**src/rtl/ball_pad_ctl.sv**
```systemverilog
// ball_pad_ctl: per-frame pong physics stage.
// Once per frame, at the onset of vertical blank, this block does the following:
//   - advances the ball and bounces it off the walls and the pads,
//   - detects misses and keeps the score,
//   - moves both pads from the player buttons.
// All coordinates are registered and change only on that frame tick.
//
// Optional feature: define BALL_SPEEDUP_EN to make each pad hit raise the ball
// speed by one (saturating at 8). The speed returns to BALL_SPEED on every serve.
//
// Ports:
//   clk, rst_n                      pixel clock, async active-low reset
//   vblnk                           vertical blank from the timing generator
//   start                           one-cycle pulse, starts a game from IDLE/OVER
//   btn_l_up/dn, btn_r_up/dn        debounced level buttons
//   x_ball, y_ball                  ball top-left corner (16x16 box)
//   y_pad_left, y_pad_right         pad top edges (146 px tall)
//   score_left, score_right         current scores
//   point_l, point_r                one-cycle pulse when that player scores
//   game_over                       high while the game is over
module ball_pad_ctl #(
    parameter int unsigned BALL_SPEED   = 2,
    parameter int unsigned PAD_SPEED    = 4,
    parameter int unsigned SERVE_FRAMES = 60,
    parameter int unsigned POINT_FRAMES = 90,
    parameter int unsigned WIN_SCORE    = 9
) (
    input  logic       clk,
    input  logic       rst_n,
    input  logic       vblnk,
    input  logic       start,
    input  logic       btn_l_up,
    input  logic       btn_l_dn,
    input  logic       btn_r_up,
    input  logic       btn_r_dn,
    output logic [9:0] x_ball,
    output logic [9:0] y_ball,
    output logic [9:0] y_pad_left,
    output logic [9:0] y_pad_right,
    output logic [3:0] score_left,
    output logic [3:0] score_right,
    output logic       point_l,
    output logic       point_r,
    output logic       game_over
);

    localparam int unsigned POS_W = 11;
    localparam int unsigned CNT_W = 16;
    typedef logic signed [POS_W-1:0] pos_t;

    localparam pos_t BALL_X_MID = 11'sd504;
    localparam pos_t BALL_Y_MID = 11'sd376;
    localparam pos_t BALL_X_MAX = 11'sd1008;
    localparam pos_t BALL_Y_MAX = 11'sd752;
    localparam pos_t BALL_S_M1  = 11'sd15;
    localparam pos_t PAD_MID    = 11'sd311;
    localparam pos_t PAD_MAX    = 11'sd622;
    localparam pos_t PAD_H_M1   = 11'sd145;
    localparam pos_t L_FACE     = 11'sd46;   // ball x resting against left pad
    localparam pos_t R_FACE     = 11'sd963;  // ball x resting against right pad
    localparam pos_t PAD_STEP   = POS_W'(PAD_SPEED);

    typedef enum logic [2:0] {S_IDLE, S_SERVE, S_PLAY, S_POINT, S_OVER} state_t;

    state_t           state_q, state_d;
    logic             vblnk_q, tick;
    logic [CNT_W-1:0] cnt_q, cnt_d;
    pos_t             x_q, x_d, y_q, y_d, pl_q, pl_d, pr_q, pr_d;
    logic             dxr_q, dxr_d, dyd_q, dyd_d;
    logic [3:0]       sl_q, sl_d, sr_q, sr_d;
    logic             ptl_d, ptr_d, go_d;
    pos_t             spd, py;
    logic             pdyd, ovl_l, ovl_r, hit_l, hit_r, miss_l, miss_r;
    logic             serve_done, point_done, win, serving;

    // One tick per frame: rising edge of vblnk.
    assign tick = vblnk & ~vblnk_q;

    // Clamped single-step pad motion; both or neither button holds.
    function automatic pos_t pad_move(input pos_t y, input logic up, input logic dn);
        pos_t r;
        r = y;
        if (up && !dn) begin
            r = (y < PAD_STEP) ? '0 : y - PAD_STEP;
        end else if (dn && !up) begin
            r = (y + PAD_STEP > PAD_MAX) ? PAD_MAX : y + PAD_STEP;
        end
        return r;
    endfunction

`ifdef BALL_SPEEDUP_EN
    logic [3:0] speed_q, speed_d;

    assign spd = POS_W'(speed_q);

    // Speed rises on each pad hit and is reloaded on serve.
    always_comb begin
        speed_d = speed_q;
        if (tick && state_q == S_PLAY && (hit_l || hit_r)) begin
            speed_d = (speed_q >= 4'd8) ? 4'd8 : speed_q + 4'd1;
        end
        if (serving) begin
            speed_d = 4'(BALL_SPEED);
        end
    end

    always_ff @(posedge clk or negedge rst_n) begin
        if (!rst_n) begin
            speed_q <= 4'(BALL_SPEED);
        end else begin
            speed_q <= speed_d;
        end
    end
`else
    assign spd = POS_W'(BALL_SPEED);
`endif

    // Vertical move with wall bounce.
    always_comb begin
        py   = y_q;
        pdyd = dyd_q;
        if (!dyd_q) begin
            if (y_q < spd) begin
                py   = '0;
                pdyd = 1'b1;
            end else begin
                py = y_q - spd;
            end
        end else begin
            if (y_q + spd >= BALL_Y_MAX) begin
                py   = BALL_Y_MAX;
                pdyd = 1'b0;
            end else begin
                py = y_q + spd;
            end
        end
    end

    // Pad contact and miss detection use the pre-move ball and pad positions.
    assign ovl_l  = (y_q + BALL_S_M1 >= pl_q) && (y_q <= pl_q + PAD_H_M1);
    assign ovl_r  = (y_q + BALL_S_M1 >= pr_q) && (y_q <= pr_q + PAD_H_M1);
    assign hit_l  = !dxr_q && (x_q >= L_FACE) && (x_q - spd < L_FACE) && ovl_l;
    assign hit_r  = dxr_q && (x_q <= R_FACE) && (x_q + spd > R_FACE) && ovl_r;
    assign miss_l = !dxr_q && !hit_l && (x_q < spd);
    assign miss_r = dxr_q && !hit_r && (x_q + spd > BALL_X_MAX);

    assign serve_done = (32'(cnt_q) + 32'd1) >= SERVE_FRAMES;
    assign point_done = (32'(cnt_q) + 32'd1) >= POINT_FRAMES;
    assign win        = (sl_q == 4'(WIN_SCORE)) || (sr_q == 4'(WIN_SCORE));
    assign serving    = (state_d == S_SERVE) && (state_q != S_SERVE);

    // State register.
    always_ff @(posedge clk or negedge rst_n) begin
        if (!rst_n) begin
            state_q <= S_IDLE;
        end else begin
            state_q <= state_d;
        end
    end

    // Next-state logic.
    always_comb begin
        state_d = state_q;
        unique case (state_q)
            S_IDLE, S_OVER: if (start) state_d = S_SERVE;
            S_SERVE:        if (tick && serve_done) state_d = S_PLAY;
            S_PLAY:         if (tick && (miss_l || miss_r)) state_d = S_POINT;
            S_POINT:        if (tick && point_done) state_d = win ? S_OVER : S_SERVE;
            default:        state_d = S_IDLE;
        endcase
    end

    // Datapath/output next values.
    always_comb begin
        cnt_d = cnt_q;
        x_d   = x_q;
        y_d   = y_q;
        pl_d  = pl_q;
        pr_d  = pr_q;
        dxr_d = dxr_q;
        dyd_d = dyd_q;
        sl_d  = sl_q;
        sr_d  = sr_q;
        ptl_d = 1'b0;
        ptr_d = 1'b0;
        go_d  = (state_d == S_OVER);

        if (tick && (state_q == S_SERVE || state_q == S_PLAY || state_q == S_POINT)) begin
            pl_d = pad_move(pl_q, btn_l_up, btn_l_dn);
            pr_d = pad_move(pr_q, btn_r_up, btn_r_dn);
        end

        if (tick && state_q == S_PLAY) begin
            y_d   = py;
            dyd_d = pdyd;
            if (hit_l) begin
                x_d   = L_FACE;
                dxr_d = 1'b1;
            end else if (hit_r) begin
                x_d   = R_FACE;
                dxr_d = 1'b0;
            end else if (miss_l) begin
                sr_d  = sr_q + 4'd1;
                ptr_d = 1'b1;
            end else if (miss_r) begin
                sl_d  = sl_q + 4'd1;
                ptl_d = 1'b1;
            end else begin
                x_d = dxr_q ? x_q + spd : x_q - spd;
            end
        end

        if (tick && (state_q == S_SERVE || state_q == S_POINT)) begin
            cnt_d = cnt_q + CNT_W'(1);
        end
        if (state_d != state_q) begin
            cnt_d = '0;
        end

        // dx is kept on serve so the ball heads toward whoever conceded.
        if (serving) begin
            x_d   = BALL_X_MID;
            y_d   = BALL_Y_MID;
            dyd_d = 1'b1;
        end
        if (serving && (state_q == S_IDLE || state_q == S_OVER)) begin
            sl_d = '0;
            sr_d = '0;
            pl_d = PAD_MID;
            pr_d = PAD_MID;
        end
    end

    // Datapath registers; vblnk_q resets high so a high vblnk at release is not a tick.
    always_ff @(posedge clk or negedge rst_n) begin
        if (!rst_n) begin
            vblnk_q   <= 1'b1;
            cnt_q     <= '0;
            x_q       <= BALL_X_MID;
            y_q       <= BALL_Y_MID;
            pl_q      <= PAD_MID;
            pr_q      <= PAD_MID;
            dxr_q     <= 1'b1;
            dyd_q     <= 1'b1;
            sl_q      <= '0;
            sr_q      <= '0;
            point_l   <= 1'b0;
            point_r   <= 1'b0;
            game_over <= 1'b0;
        end else begin
            vblnk_q   <= vblnk;
            cnt_q     <= cnt_d;
            x_q       <= x_d;
            y_q       <= y_d;
            pl_q      <= pl_d;
            pr_q      <= pr_d;
            dxr_q     <= dxr_d;
            dyd_q     <= dyd_d;
            sl_q      <= sl_d;
            sr_q      <= sr_d;
            point_l   <= ptl_d;
            point_r   <= ptr_d;
            game_over <= go_d;
        end
    end

    assign x_ball      = x_q[9:0];
    assign y_ball      = y_q[9:0];
    assign y_pad_left  = pl_q[9:0];
    assign y_pad_right = pr_q[9:0];
    assign score_left  = sl_q;
    assign score_right = sr_q;

endmodule

```
**config.mk**
```make
export PLATFORM = sky130hd
export DESIGN_NAME = ball_pad_ctl
export DESIGN_NICKNAME = d
export VERILOG_FILES = /design/src/rtl/ball_pad_ctl.sv
export SDC_FILE = /design/constraint.sdc
export NUM_CORES = 1
export LEC_CHECK = 0
export CORE_MARGIN = 3
export CORE_UTILIZATION = 50
export CTS_BUF_LIST = sky130_fd_sc_hd__clkbuf_4 sky130_fd_sc_hd__clkbuf_8
export DETAILED_ROUTE_END_ITERATION = 16
export DONT_BUFFER_PORTS = 1
export PLACE_DENSITY = 0.66
export SLEW_MARGIN = 25
export SYNTH_ARGS = -nofsm -noshare
export SYNTH_HDL_FRONTEND = slang
export SYNTH_SLANG_ARGS = --single-unit
```
**constraint.sdc**
```tcl
create_clock -name clk -period 3.5 [get_ports clk]
set_input_delay 0.875 -clock clk [delete_from_list [all_inputs] [get_ports clk]]
set_output_delay 0.875 -clock clk [all_outputs]
set_load 0.1 [all_outputs]
```
# After elaboration in Yosys (flattened, before gate mapping)
# Cells that the tools add are included.
[totals]
out_inout_bits = 51
register_bits = 77
latch_bits = 0
input_bits = 8
ramBits = 0
elab_cells = 177
mem_bits_ro = 0
mem_count = 0
[classes]
n_mux = 59
n_eq_ne = 15
shift = 0
n_lt_le_gt_ge = 18
n_mul = 0
bitwise_logic = 2
n_reduce_logical = 54
div_mod_pow = 0
addsub = 15
[op_table]
columns = ["cell", "count"]
rows = [
  ["$mux 11", 24],
  ["$gt 11x11->1 const B", 4],
  ["$mux 4", 11],
  ["$sub 11x3->11 const B", 4],
  ["$ge 32x6->1 const B", 1],
  ["$mux 16", 2],
  ["$logic_and 1x1->1", 24],
  ["$add 11x3->11 const B", 2],
  ["$add 11x4->11 const B", 2],
  ["$add 11x9->11 const B", 2],
  ["$ge 11x11->1", 2],
  ["$le 11x11->1", 2],
  ["$lt 11x3->1 const B", 2],
  ["$lt 11x4->1 const B", 2],
  ["$add 16x1->17 const B", 1],
  ["$ge 17x7->1 const B", 1],
  ["$add 16x1->16 const B", 1],
  ["$mux 1", 16],
  ["$mux 3", 5],
  ["$reduce_bool 2->1", 7],
  ["$pmux 3 s4", 1],
  ["$add 11x5->11 const B", 1],
  ["$ge 11x11->1 const B", 1],
  ["$ge 11x7->1 const B", 1],
  ["other kinds (22)", 44],
]

# Logic depth before layout (Yosys ltp)
# Gate-level depths: netlist of run 1.
[depth]
word_depth = 16
ltp_mapped = 18
ltp_nobuf = 16

# Least setup slack after synthesis of run 1
# OpenSTA, ideal clock, no wires.
[synth_timing]
path_type = "reg2reg"
start = "register pl_q[4]"
end = "register x_q[7]"
setup_time_ns = 0.062
period_less_slack_ns = 3.405
stages_incl_launch_ff = 17
required_ns = 3.438
arrival_ns = 3.342
setup_slack_ns = 0.095
n_path_buf = 3
cell_sequence = "dfstp_2 -> clkbuf_1 -> clkbuf_1 -> a41oi_1 -> nor3_1 -> o21ai_0 -> xnor2_1 -> ha_1 -> nand4_1 -> a21oi_1 -> nor4_1 -> mux2_2 -> and3_1 -> buf_2 -> o21a_1 -> nor2_1 -> a311o_1"
[synth_between]
elab_chain_len = 15
elab_cells_between_ends = 21
cone_classes = "1 x add/sub; 2 x order compare; 3 x eq/ne; 5 x mux; 10 x reduce/logical"
[synth_rtl]
columns = ["item", "line", "source"]
rows = [
  ["start: declaration", "68", "pos_t x_q, x_d, y_q, y_d, pl_q, pl_d, pr_q, pr_d;"],
  ["start signal: assignment", "255", "pl_q <= pl_d;"],
  ["$add 11x9->11", "140", "assign ovl_l = (y_q + BALL_S_M1 >= pl_q) && (y_q <= pl_q + PAD_H_M1);"],
  ["$le 11x11->1", "140", ""],
  ["$logic_and 1x1->1 (*)", "140", ""],
  ["$logic_and 1x1->1 (*)", "142", "assign hit_l = !dxr_q && (x_q >= L_FACE) && (x_q - spd < L_FACE) && ovl_l;"],
  ["$logic_not 1->1", "144", "assign miss_l = !dxr_q && !hit_l && (x_q < spd);"],
  ["$logic_and 1x1->1 (2 in series)", "144", ""],
  ["$logic_or 1x1->1", "167", "S_PLAY: if (tick && (miss_l || miss_r)) state_d = S_POINT;"],
  ["$logic_and 1x1->1", "167", ""],
  ["$mux 3", "167", ""],
  ["$pmux 3 s4", "164", "unique case (state_q)"],
  ["$eq 3x1->1", "150", "assign serving = (state_d == S_SERVE) && (state_q != S_SERVE);"],
  ["$logic_and 1x1->1", "150", ""],
  ["$ne 4x3->1 (no line) or $reduce_bool 2->1 (tied branches)", "n/a", ""],
  ["$reduce_and 3->1 (no line)", "n/a", ""],
  ["end signal: assignment", "239", "x_q <= BALL_X_MID;"],
  ["end signal: assignment", "253", "x_q <= x_d;"],
  ["end: declaration", "68", ""],
]
# Mark *: on every way between the ends. The rest lies on a longest branch, timed or not. The select of a mux whose other input is x is not followed.
# A chain may end at the register's enable or synchronous reset.

# Worst setup path in the final report of run 1
[layout_timing]
start = "register pr_q[0]"
end = "register x_q[4]"
[layout_between]
elab_chain_len = 15
elab_cells_between_ends = 22
cone_classes = "1 x add/sub; 2 x order compare; 3 x eq/ne; 6 x mux; 10 x reduce/logical"
[layout_rtl]
columns = ["item", "line", "source"]
rows = [
  ["start: declaration", "68", ""],
  ["start signal: assignment", "256", "pr_q <= pr_d;"],
  ["$add 11x9->11", "141", "assign ovl_r = (y_q + BALL_S_M1 >= pr_q) && (y_q <= pr_q + PAD_H_M1);"],
  ["$le 11x11->1", "141", ""],
  ["$logic_and 1x1->1 (*)", "141", ""],
  ["$logic_and 1x1->1 (*)", "143", "assign hit_r = dxr_q && (x_q <= R_FACE) && (x_q + spd > R_FACE) && ovl_r;"],
  ["$logic_not 1->1", "145", "assign miss_r = dxr_q && !hit_r && (x_q + spd > BALL_X_MAX);"],
  ["$logic_and 1x1->1 (2 in series)", "145", ""],
  ["$logic_or 1x1->1", "167", ""],
  ["$logic_and 1x1->1", "167", ""],
  ["$mux 3", "167", ""],
  ["$pmux 3 s4", "164", ""],
  ["$eq 3x1->1", "150", ""],
  ["$logic_and 1x1->1", "150", ""],
  ["$ne 4x3->1 (no line) or $reduce_bool 2->1 (tied branches)", "n/a", ""],
  ["$reduce_and 3->1 (no line)", "n/a", ""],
]
# Marks and branches as above.

==> results of run 1 <==
## per-layer routing
metal  global-route usage  part of all wire
met1                0.368              0.47
met2                0.367              0.45
met3               0.0500             0.079
met4               0.0544            0.0097
met5                    0                 0
## flip-flops by register name (all words and copies together) (netlist names)
name,cells
cnt_q,16
dxr_q,1
dyd_q,1
game_over,1
pl_q,11
point_l,1
point_r,1
pr_q,11
score_left,4
score_right,4
state_q,3
vblnk_q,1
x_q,11
y_q,10
## what timing repair did
action | CTS | global route
buffers inserted | 0 | 2
endpoints found under the setup margin | 0 | 6
gates resized for setup | 0 | 6
## layout by cell type, fill, tap and decap left out, drive strengths merged, types with 13 or more instances in the layout
cell type	netlist	layout
nand2b	15	15
nand4	30	30
xnor2	41	41
a21oi	62	62
buf	61	73
nor3	30	30
dfrtp	50	50
and3	16	16
nor2	94	94
a31oi	13	13
o21ai	67	67
inv	49	51
ha	59	59
xor2	16	16
nand3	41	41
nand2	90	90
dfstp	26	26
## how the worst max path moves through the flow
stage,startpoint,endpoint,slack [ns],cells after the start
after CTS,pl_q[2]$_DFFE_PN1P_,x_q[7]$_DFFE_PN1P_,0.17,15
after detailed placement,pl_q[2]$_DFFE_PN1P_,x_q[7]$_DFFE_PN1P_,0.19,15
final,pr_q[0]$_DFFE_PN1P_,x_q[4]$_DFFE_PN1P_,0.24,14
after global placement,pl_q[2]$_DFFE_PN1P_,x_q[7]$_DFFE_PN1P_,0.25,15
after floorplan,pl_q[4]$_DFFE_PN1P_,x_q[7]$_DFFE_PN1P_,0.1,16
after global routing,y_q[1]$_DFFE_PN0P_,x_q[7]$_DFFE_PN1P_,-0.02,14
## power breakdown
group	switching, mW	internal [mW]	total, mW	leakage [nW]
clock	0.371	0.372	0.742	0.110
sequential	0.285	1.14	1.42	0.914
combinational	2.83	1.28	4.12	2.39
total	3.49	2.79	6.28	3.42
## cell families (layout without fill, tap and decap cells)
logic type                 Yosys count  after routing  synth area share
and+or+nand+nor                    383            383             0.250
AOI/OAI and AO/OA                  269            269             0.236
buffers and inverters              158            141             0.101
DFF                                 76             76             0.248
adders and majority gates           59             59            0.0947
xor gates and xnor gates            57             57            0.0641
muxes                                4              4           0.00546
other                                1              1          0.000481
## layout make-up
cell class,count,area share
clock inverters,5,0.00700
repair buffers,74,0.0682
flip-flops and latches,76,0.235
multi-input cells,773,0.619
clock buffers,11,0.0184
inverters,51,0.0233
well taps,188,0.0286
## through the flow
stage	worst slack, ns	power [mW]	hold WS [ns]
after floorplan	0.0953	4.84	0.482
after global placement	0.252	5.46	0.513
after detailed placement	0.189	5.50	0.523
after CTS	0.175	6.26	0.176
after global routing	-0.0158	6.76	0.171
final	0.245	6.28	0.200
==> impl_metrics.env, run 1 <==
export IMPL_fmax_mhz=307
export IMPL_crit_family="simple AND/OR/NAND/NOR gates"
export IMPL_hold_buffers=0
export IMPL_routed_via_count=7362
export IMPL_core_area_sq_mm=0.0152
export IMPL_peakVddDrop_mv=0.383
export IMPL_hold_viol_final=0
export IMPL_synth_seq_area_share=0.248
export IMPL_r2r_start="pr_q[0]$_DFFE_PN1P_"
export IMPL_synth_top_area_share=0.161
export IMPL_relSlewSlack=0.414
export IMPL_ff_latch_area_sq_mm=0.00193
export IMPL_synth_edf_count=0
export IMPL_drt_iter0_markers=592
export IMPL_initial_core_util=0.513
export IMPL_yosys_warnings=0
export IMPL_grt_max_degree=77
export IMPL_rows=45
export IMPL_yosys_top_cells_count="nor2_1 (92), nand2_1 (88), a21oi_1 (61), ha_1 (59), o21ai_0 (59)"
export IMPL_wl_per_cell_um=17.7
export IMPL_grt_pass1_vias=6641
export IMPL_fin_area_sq_mm=0.00822
export IMPL_setup_viol=0
export IMPL_max_stage_delay_ns=0.58
export IMPL_place_area_sq_mm=0.00798
export IMPL_crit_arrival_ns=3.54
export IMPL_syn_nets=1074
export IMPL_fin_setup_tns_ns=0
export IMPL_grtUsageTotal=0.246
export IMPL_finalMaxSlewViolations=0
export IMPL_reg2reg_slack_ns=0.24
export IMPL_fin_crit_sh=0.930
export IMPL_r2r_cells=14
export IMPL_fillCellCount=1460
export IMPL_startpoint_type="flip-flop"
export IMPL_required_ns=3.79
export IMPL_syn_avg_cell_area_sq_um=7.74
export IMPL_drc=0
export IMPL_tightest_slew_ns=0.880
export IMPL_cts_tree="done"
export IMPL_clock_latency_ns=0.37
export IMPL_die_w_um=131
export IMPL_fin_nets=1052
export IMPL_diodes=0
export IMPL_place_inst=1160
export IMPL_layout_min_cycle_time_ns=3.26
export IMPL_finalWirelength_mm=20.8
export IMPL_layoutNonFillerInstCount=1178
export IMPL_syn_inst=1007
export IMPL_die_area_sq_mm=0.0171
export IMPL_antenna_found_initial=0
export IMPL_htree_levels=3
export IMPL_p_per_area_mw_per_mm2=765
export IMPL_ys_top_cells_by_area="dfrtp_1 (16%), ha_1 (9.5%), dfstp_2 (8.8%)"
export IMPL_yosysMostFrequentCell="nor2_1"
export IMPL_fin_util=0.540
export IMPL_leakagePower_nw=3.42
export IMPL_min_path_type="input port to asynchronous set/reset pin"
export IMPL_dr_pass1_iters=5
export IMPL_yosysTopAreaCell="dfrtp_1"
export IMPL_grt_overflow_total=0
export IMPL_drive_above_1_share=0.153
export IMPL_ys_types=93
export IMPL_routed_via_density=6.25
export IMPL_async_flop_share=1.00
export IMPL_cts_made_buffers=9
export IMPL_postRouteAntennaNets=0
export IMPL_grt_pass1_wl_mm=34.2
export IMPL_drv_cap=0
export IMPL_die_h_um=131
export IMPL_gp_congestion=0.934
export IMPL_cp_slowest_cell="dfstp_2"
export IMPL_path_buf_inv=0
export IMPL_synth_main_ff_cell="dfrtp_1"
export IMPL_ys_ff_latch=76
export IMPL_cts_num_sinks=76
export IMPL_port_buffer_count=0
export IMPL_critPathKind="flip-flop to flip-flop"
export IMPL_status="finished clean"
export IMPL_worstPathCellList="ha_1 -> nand2_1 -> nand2_1 -> a31oi_1 -> xnor2_1 -> ha_1 -> a21oi_1 -> o211ai_1 -> nor3_1 -> o211ai_1 -> or3_1 -> and3_1 -> o21ai_1 -> o311ai_1"
export IMPL_syn_area_sq_mm=0.00779
export IMPL_cts_clk_slew_worst_paths_ns=0.08
export IMPL_cts_path_max_buffers=2
export IMPL_dpl_hpwl_mm=15.4
export IMPL_area_growth_pct=5.43
export IMPL_critPathCaptureType="flip-flop"
export IMPL_cp_max_fo=6
export IMPL_skew_ns=0.00838
export IMPL_multi_input_comb_area_sq_mm=0.00509
export IMPL_io_pin_count=59
export IMPL_r2r_end="x_q[4]$_DFFE_PN1P_"
export IMPL_root_buffer="clkbuf_8"
Note: power is estimated with default switching activity, not from simulation.
==> run 2: changes to the inputs <==
--- a/config.mk
+++ b/config.mk
@@ -11,6 +11,7 @@
 export DETAILED_ROUTE_END_ITERATION = 16
 export DONT_BUFFER_PORTS = 1
 export PLACE_DENSITY = 0.66
+export SETUP_SLACK_MARGIN = 0.2
 export SLEW_MARGIN = 25
 export SYNTH_ARGS = -nofsm -noshare
 export SYNTH_HDL_FRONTEND = slang
==> run 2 against run 1 <==
Via count increased by 1.3%; non-clock buffer count increased by 9; first-iteration DRC count increased by 4.2%; critical path type unchanged; global-route usage increased by 0.098 points; final cell count increased by 0.76%; largest power group unchanged; register-to-register slack improved by 0.06 ns; clock power decreased by 4.2%; power increased by 2.3%; sequential power about the same; sequential share of layout area decreased by 0.40 points; clock-buffer cell count decreased by 1; routed wire length increased by 2.9%.
==> impl_metrics.env, run 2 (same netlist as run 1, synthesis figures left out) <==
export IMPL_status="finished clean"
export IMPL_cts_made_buffers=9
export IMPL_grt_overflow_total=0
export IMPL_top_usage_layer="met2"
export IMPL_routed_via_count=7458
export IMPL_reg2reg_slack_ns=0.30
export IMPL_required_ns=3.83
export IMPL_grt_max_degree=77
export IMPL_drt_iter0_markers=617
export IMPL_rows=45
export IMPL_cts_clk_slew_worst_paths_ns=0.09
export IMPL_grtUsageTotal=0.247
export IMPL_r2r_cells=13
export IMPL_dr_pass1_iters=5
export IMPL_r2r_start="pl_q[0]$_DFFE_PN1P_"
export IMPL_cts_num_sinks=76
export IMPL_crit_path_end="x_q[7]$_DFFE_PN1P_"
export IMPL_tightest_slew_ns=0.883
export IMPL_dpl_hpwl_mm=15.6
export IMPL_routed_via_density=6.28
export IMPL_area_growth_pct=7.24
export IMPL_rsz0062_at_grt="yes"
export IMPL_path_buf_inv=0
export IMPL_place_inst=1162
export IMPL_worstPathCellList="a41oi_1 -> nor3_2 -> o21ai_0 -> xnor2_1 -> ha_1 -> nand4_1 -> a21oi_1 -> nor4_1 -> mux2_2 -> and3_4 -> o21a_1 -> nor2_1 -> a311o_1"
export IMPL_initial_core_util=0.513
export IMPL_setup_viol=0
export IMPL_worstSetupPathDepth=13
export IMPL_critPathCaptureType="flip-flop"
export IMPL_drv_cap=0
export IMPL_drc=0
export IMPL_wl_per_cell_um=18.0
export IMPL_max_stage_delay_ns=0.59
export IMPL_cp_max_fo=8
export IMPL_leakagePower_nw=3.45
export IMPL_grt_pass1_wl_mm=34.1
export IMPL_gp_congestion=0.926
export IMPL_hold_buffers=0
export IMPL_grtUsageMet1=0.359
export IMPL_root_buffer="clkbuf_8"
export IMPL_hold_viol_final=0
export IMPL_fillCellCount=1472
export IMPL_min_path_type="input port to asynchronous set/reset pin"
export IMPL_cts_tree="done"
export IMPL_fmax_mhz=313
export IMPL_p_per_area_mw_per_mm2=769
export IMPL_finalWirelength_mm=21.4
export IMPL_drive_above_1_share=0.176
export IMPL_critPathKind="flip-flop to flip-flop"
export IMPL_port_buffer_count=0
export IMPL_grt_pass1_vias=6735
export IMPL_fin_util=0.550
export IMPL_die_w_um=131
export IMPL_fin_setup_tns_ns=0
export IMPL_diodes=0
export IMPL_fin_nets=1061
export IMPL_die_h_um=131
export IMPL_layout_common_cells="nor2_1 (90), nand2_1 (85), buf_4 (83), a21oi_1 (59), o21ai_0 (58)"
export IMPL_finalMaxSlewViolations=0
export IMPL_cts_path_max_buffers=2
export IMPL_io_pin_count=59
export IMPL_startpoint_type="flip-flop"
export IMPL_die_area_sq_mm=0.0171
export IMPL_postRouteAntennaNets=0
export IMPL_final_common_cell="nor2_1"
export IMPL_htree_levels=3
export IMPL_skew_ns=0.0166
export IMPL_clock_latency_ns=0.38
export IMPL_grtUsageMet2=0.369
export IMPL_largest_reg_flops=16
export IMPL_r2r_end="x_q[7]$_DFFE_PN1P_"
export IMPL_use_met3=0.0480
export IMPL_peakVddDrop_mv=0.374
export IMPL_fin_ws_ns=0.305
export IMPL_crit_family="simple AND/OR/NAND/NOR gates"
export IMPL_layout_min_cycle_time_ns=3.20
export IMPL_regMostFlops="cnt_q"
export IMPL_crit_arrival_ns=3.52
export IMPL_relSlewSlack=0.412
export IMPL_antenna_found_initial=0
export IMPL_layoutNonFillerInstCount=1187
export IMPL_cp_startpoint="pl_q[0]$_DFFE_PN1P_"
export IMPL_fin_crit_sh=0.913
export IMPL_pre_cts_slack_ns=0.165
export IMPL_core_area_sq_mm=0.0152
export IMPL_cp_slowest_cell="dfstp_2"
## run 2: how the worst min path moves through the flow
| stage | startpoint | end | slack (ns) | depth (start not counted) |
|---|---|---|---|---|
| 4_1_cts | rst_n | y_q[7]$_DFFE_PN0P_ | 0.16 | 0 |
| 6_report | rst_n | y_q[7]$_DFFE_PN0P_ | 0.18 | 0 |
| 5_1_grt | rst_n | y_q[7]$_DFFE_PN0P_ | 0.16 | 0 |
| 2_1_floorplan | pl_q[0]$_DFFE_PN1P_ | pl_q[0]$_DFFE_PN1P_ | 0.48 | 2 |
| 3_3_place_gp | pr_q[0]$_DFFE_PN1P_ | pr_q[0]$_DFFE_PN1P_ | 0.54 | 2 |
| 3_5_place_dp | pr_q[0]$_DFFE_PN1P_ | pr_q[0]$_DFFE_PN1P_ | 0.55 | 2 |
## run 2: repair_timing
| item | 4_1_cts | 5_1_grt |
|---|---|---|
| gates resized for setup | 4 | 21 |
| pin swaps | 0 | 10 |
| setup endpoints to repair | 5 | 11 |
| setup buffers | 0 | 9 |
| hold endpoints to repair | 0 | 0 |
## run 2: metal layers
| metal | part of all wire | vias to the layer above | wire (um) |
|---|---|---|---|
| met5 | 0 | - | 0 |
| met3 | 0.079 | 29 | 1690 |
| met1 | 0.47 | 3530 | 10100 |
| met2 | 0.43 | 301 | 9260 |
| li1 | - | 3598 | - |
| met4 | 0.017 | 0 | 356 |
## run 2: cell type report
type | count | area [sq um] | area share
Clock buffer | 10 | 131 | 0.0157
Clock inverter | 6 | 65.1 | 0.00778
Inverter | 51 | 191 | 0.0229
Multi-Input combinational cell | 773 | 5180 | 0.619
Sequential cell | 76 | 1930 | 0.231
Tap cell | 188 | 235 | 0.0281
Timing Repair Buffer | 83 | 623 | 0.0746
## run 2: metrics by stage
stage / total power [mW] / area (sq um) / hold slack [ns]
after detailed placement: 5.51 / 7990 / 0.545
after floorplan: 4.84 / 7800 / 0.482
after global routing: 6.86 / 8360 / 0.160
after global placement: 5.47 / 7990 / 0.543
after CTS: 6.25 / 8200 / 0.157
final: 6.43 / 8360 / 0.182
## run 2: power by group
part | internal, mW | switching (mW) | total, mW
registers | 1.14 | 0.296 | 1.43
clock network | 0.338 | 0.373 | 0.711
logic | 1.36 | 2.92 | 4.28
total | 2.84 | 3.59 | 6.43
==> run 3: changes to the inputs <==
--- a/config.mk
+++ b/config.mk
@@ -10,7 +10,7 @@
 export CTS_BUF_LIST = sky130_fd_sc_hd__clkbuf_4 sky130_fd_sc_hd__clkbuf_8
 export DETAILED_ROUTE_END_ITERATION = 16
 export DONT_BUFFER_PORTS = 1
-export PLACE_DENSITY = 0.66
+export PLACE_DENSITY = 0.63
 export SETUP_SLACK_MARGIN = 0.2
 export SLEW_MARGIN = 25
 export SYNTH_ARGS = -nofsm -noshare
==> constraint.sdc (replaced) <==
create_clock -name clk -period 3.63 [get_ports clk]
set_input_delay 0.9075 -clock clk [delete_from_list [all_inputs] [get_ports clk]]
set_output_delay 0.9075 -clock clk [all_outputs]
set_load 0.1 [all_outputs]
==> run 3 against run 2 <==
Die area stayed put; worst setup slack lost 0.0034 ns; sequential power down 6%; largest cell class unchanged; largest power group unchanged; highest routed layer unchanged.
==> impl_metrics.env, run 3 (same netlist as run 1, synthesis figures left out) <==
export IMPL_leakagePower_nw=3.43
export IMPL_port_buffer_count=0
export IMPL_top_usage_layer="met1"
export IMPL_critPathCaptureType="flip-flop"
export IMPL_grtUsageTotal=0.251
export IMPL_area_growth_pct=6.53
export IMPL_routed_via_count=7333
export IMPL_grtUsageMet2=0.363
export IMPL_drv_cap=0
export IMPL_grtUsageMet1=0.378
export IMPL_cp_slowest_cell="dfstp_2"
export IMPL_fillCellCount=1458
export IMPL_htree_levels=3
export IMPL_final_common_cell="nor2_1"
export IMPL_drive_above_1_share=0.162
export IMPL_setup_viol=0
export IMPL_largest_reg_flops=16
export IMPL_core_area_sq_mm=0.0152
export IMPL_cp_max_fo=13
export IMPL_fin_setup_tns_ns=0
export IMPL_max_stage_delay_ns=0.54
export IMPL_gp_congestion=0.904
export IMPL_rsz0062_at_grt="yes"
export IMPL_hold_viol_final=0
export IMPL_wl_per_cell_um=18.1
export IMPL_die_h_um=131
export IMPL_initial_core_util=0.513
export IMPL_die_area_sq_mm=0.0171
export IMPL_worstPathCellList="buf_4 -> a31oi_1 -> xnor2_1 -> ha_1 -> a21oi_1 -> o211ai_1 -> nor3_1 -> o211ai_1 -> or3_4 -> and3_1 -> o21ai_1 -> o311ai_2"
export IMPL_clock_latency_ns=0.38
export IMPL_status="finished clean"
export IMPL_root_buffer="clkbuf_8"
export IMPL_critPathKind="flip-flop to flip-flop"
export IMPL_fin_crit_sh=0.917
export IMPL_dr_pass1_iters=5
export IMPL_drt_iter0_markers=645
export IMPL_io_pin_count=59
export IMPL_finalMaxSlewViolations=0
export IMPL_finalWirelength_mm=21.3
export IMPL_layout_common_cells="nor2_1 (92), nand2_1 (86), buf_4 (72), a21oi_1 (60)"
export IMPL_skew_ns=0.0106
export IMPL_grt_pass1_wl_mm=34.6
export IMPL_cts_made_buffers=9
export IMPL_postRouteAntennaNets=0
export IMPL_use_met3=0.0476
export IMPL_grt_pass1_vias=6589
export IMPL_r2r_cells=12
export IMPL_die_w_um=131
export IMPL_antenna_found_initial=0
export IMPL_cts_tree="done"
export IMPL_min_path_type="input port to asynchronous set/reset pin"
export IMPL_tightest_slew_ns=0.876
export IMPL_routed_via_density=6.24
export IMPL_relSlewSlack=0.416
export IMPL_drc=0
export IMPL_fin_nets=1050
export IMPL_peakVddDrop_mv=0.374
export IMPL_power_mw=6.27
export IMPL_rows=45
export IMPL_required_ns=3.93
export IMPL_fin_ws_ns=0.301
export IMPL_cpMostUsedCell="o211ai_1"
export IMPL_cts_path_max_buffers=2
export IMPL_layout_min_cycle_time_ns=3.33
export IMPL_grt_overflow_total=0
export IMPL_dpl_hpwl_mm=15.6
export IMPL_cts_clk_slew_worst_paths_ns=0.09
export IMPL_startpoint_type="flip-flop"
export IMPL_cts_num_sinks=76
export IMPL_diodes=0
export IMPL_crit_arrival_ns=3.63
export IMPL_regMostFlops="cnt_q"
export IMPL_pre_cts_slack_ns=0.233
export IMPL_p_per_area_mw_per_mm2=755
export IMPL_grt_max_degree=77
export IMPL_fmax_mhz=300
==> run 3: what timing repair did <==
item                       4_1_cts  5_1_grt
setup buffers                    0        4
setup endpoints to repair        0       11
hold buffers                     0        0
resized for setup                0       18
==> run 3: metrics by stage <==
step,cell area [sq um],hold WS (ns),utilization,cells
after global placement,7950,0.520,0.523,1156
after floorplan,7790,0.482,-,1007
after CTS,8210,0.182,0.540,1172
final,8300,0.217,0.546,1176
after global routing,8300,0.193,0.546,1176
after detailed placement,7950,0.514,0.523,1156
==> run 3: final timing paths <==
| path | start | to | slack, ns |
|---|---|---|---|
| worst max-delay path | pr_q[5]$_DFFE_PN1P_ | x_q[4]$_DFFE_PN1P_ | 0.30 |
| worst min-delay path | rst_n | x_q[2]$_DFFE_PN0P_ | 0.22 |
| worst max register to register | pr_q[5]$_DFFE_PN1P_ | x_q[4]$_DFFE_PN1P_ | 0.30 |
| worst min register to register | pr_q[0]$_DFFE_PN1P_ | pr_q[0]$_DFFE_PN1P_ | 0.53 |
| max in group asynchronous | rst_n | pr_q[1]$_DFFE_PN1P_ | 3.19 |
| min in group clk | vblnk | vblnk_q$_DFF_PN1_ | 0.51 |
==> run 3: power breakdown <==
part           switching (mW)  leakage (nW)  internal, mW
clock network           0.365         0.126         0.497
logic                    2.81          2.39          1.25
registers               0.254         0.914          1.10
total                    3.42          3.43          2.85
==> run 3: metal layers <==
layer  share of wire  up-vias
met5               0        -
met4           0.017        0
met3           0.068       22
met2            0.43      266
met1            0.48     3473
li1                -     3572
==> run 3: worst max-delay path, delay by kind of cell (launching register included) <==
family                   cells  cell delay, ns
AND/OR/NAND/NOR              3            0.93
XOR/XNOR                     1            0.18
flip-flops                   1            0.54
adder cells (fa/ha/maj)      1            0.31
buffers and inverters        1            0.35
AO/OA/AOI/OAI                6            0.94
==> run 3: cell type report <==
cell class	count	area, sq um	area share
Inverter	51	191	0.0231
Tap cell	188	235	0.0283
Sequential cell	76	1930	0.233
Timing Repair Buffer	72	541	0.0651
Clock buffer	11	151	0.0182
Multi-Input combinational cell	773	5140	0.619
Clock inverter	5	106	0.0128
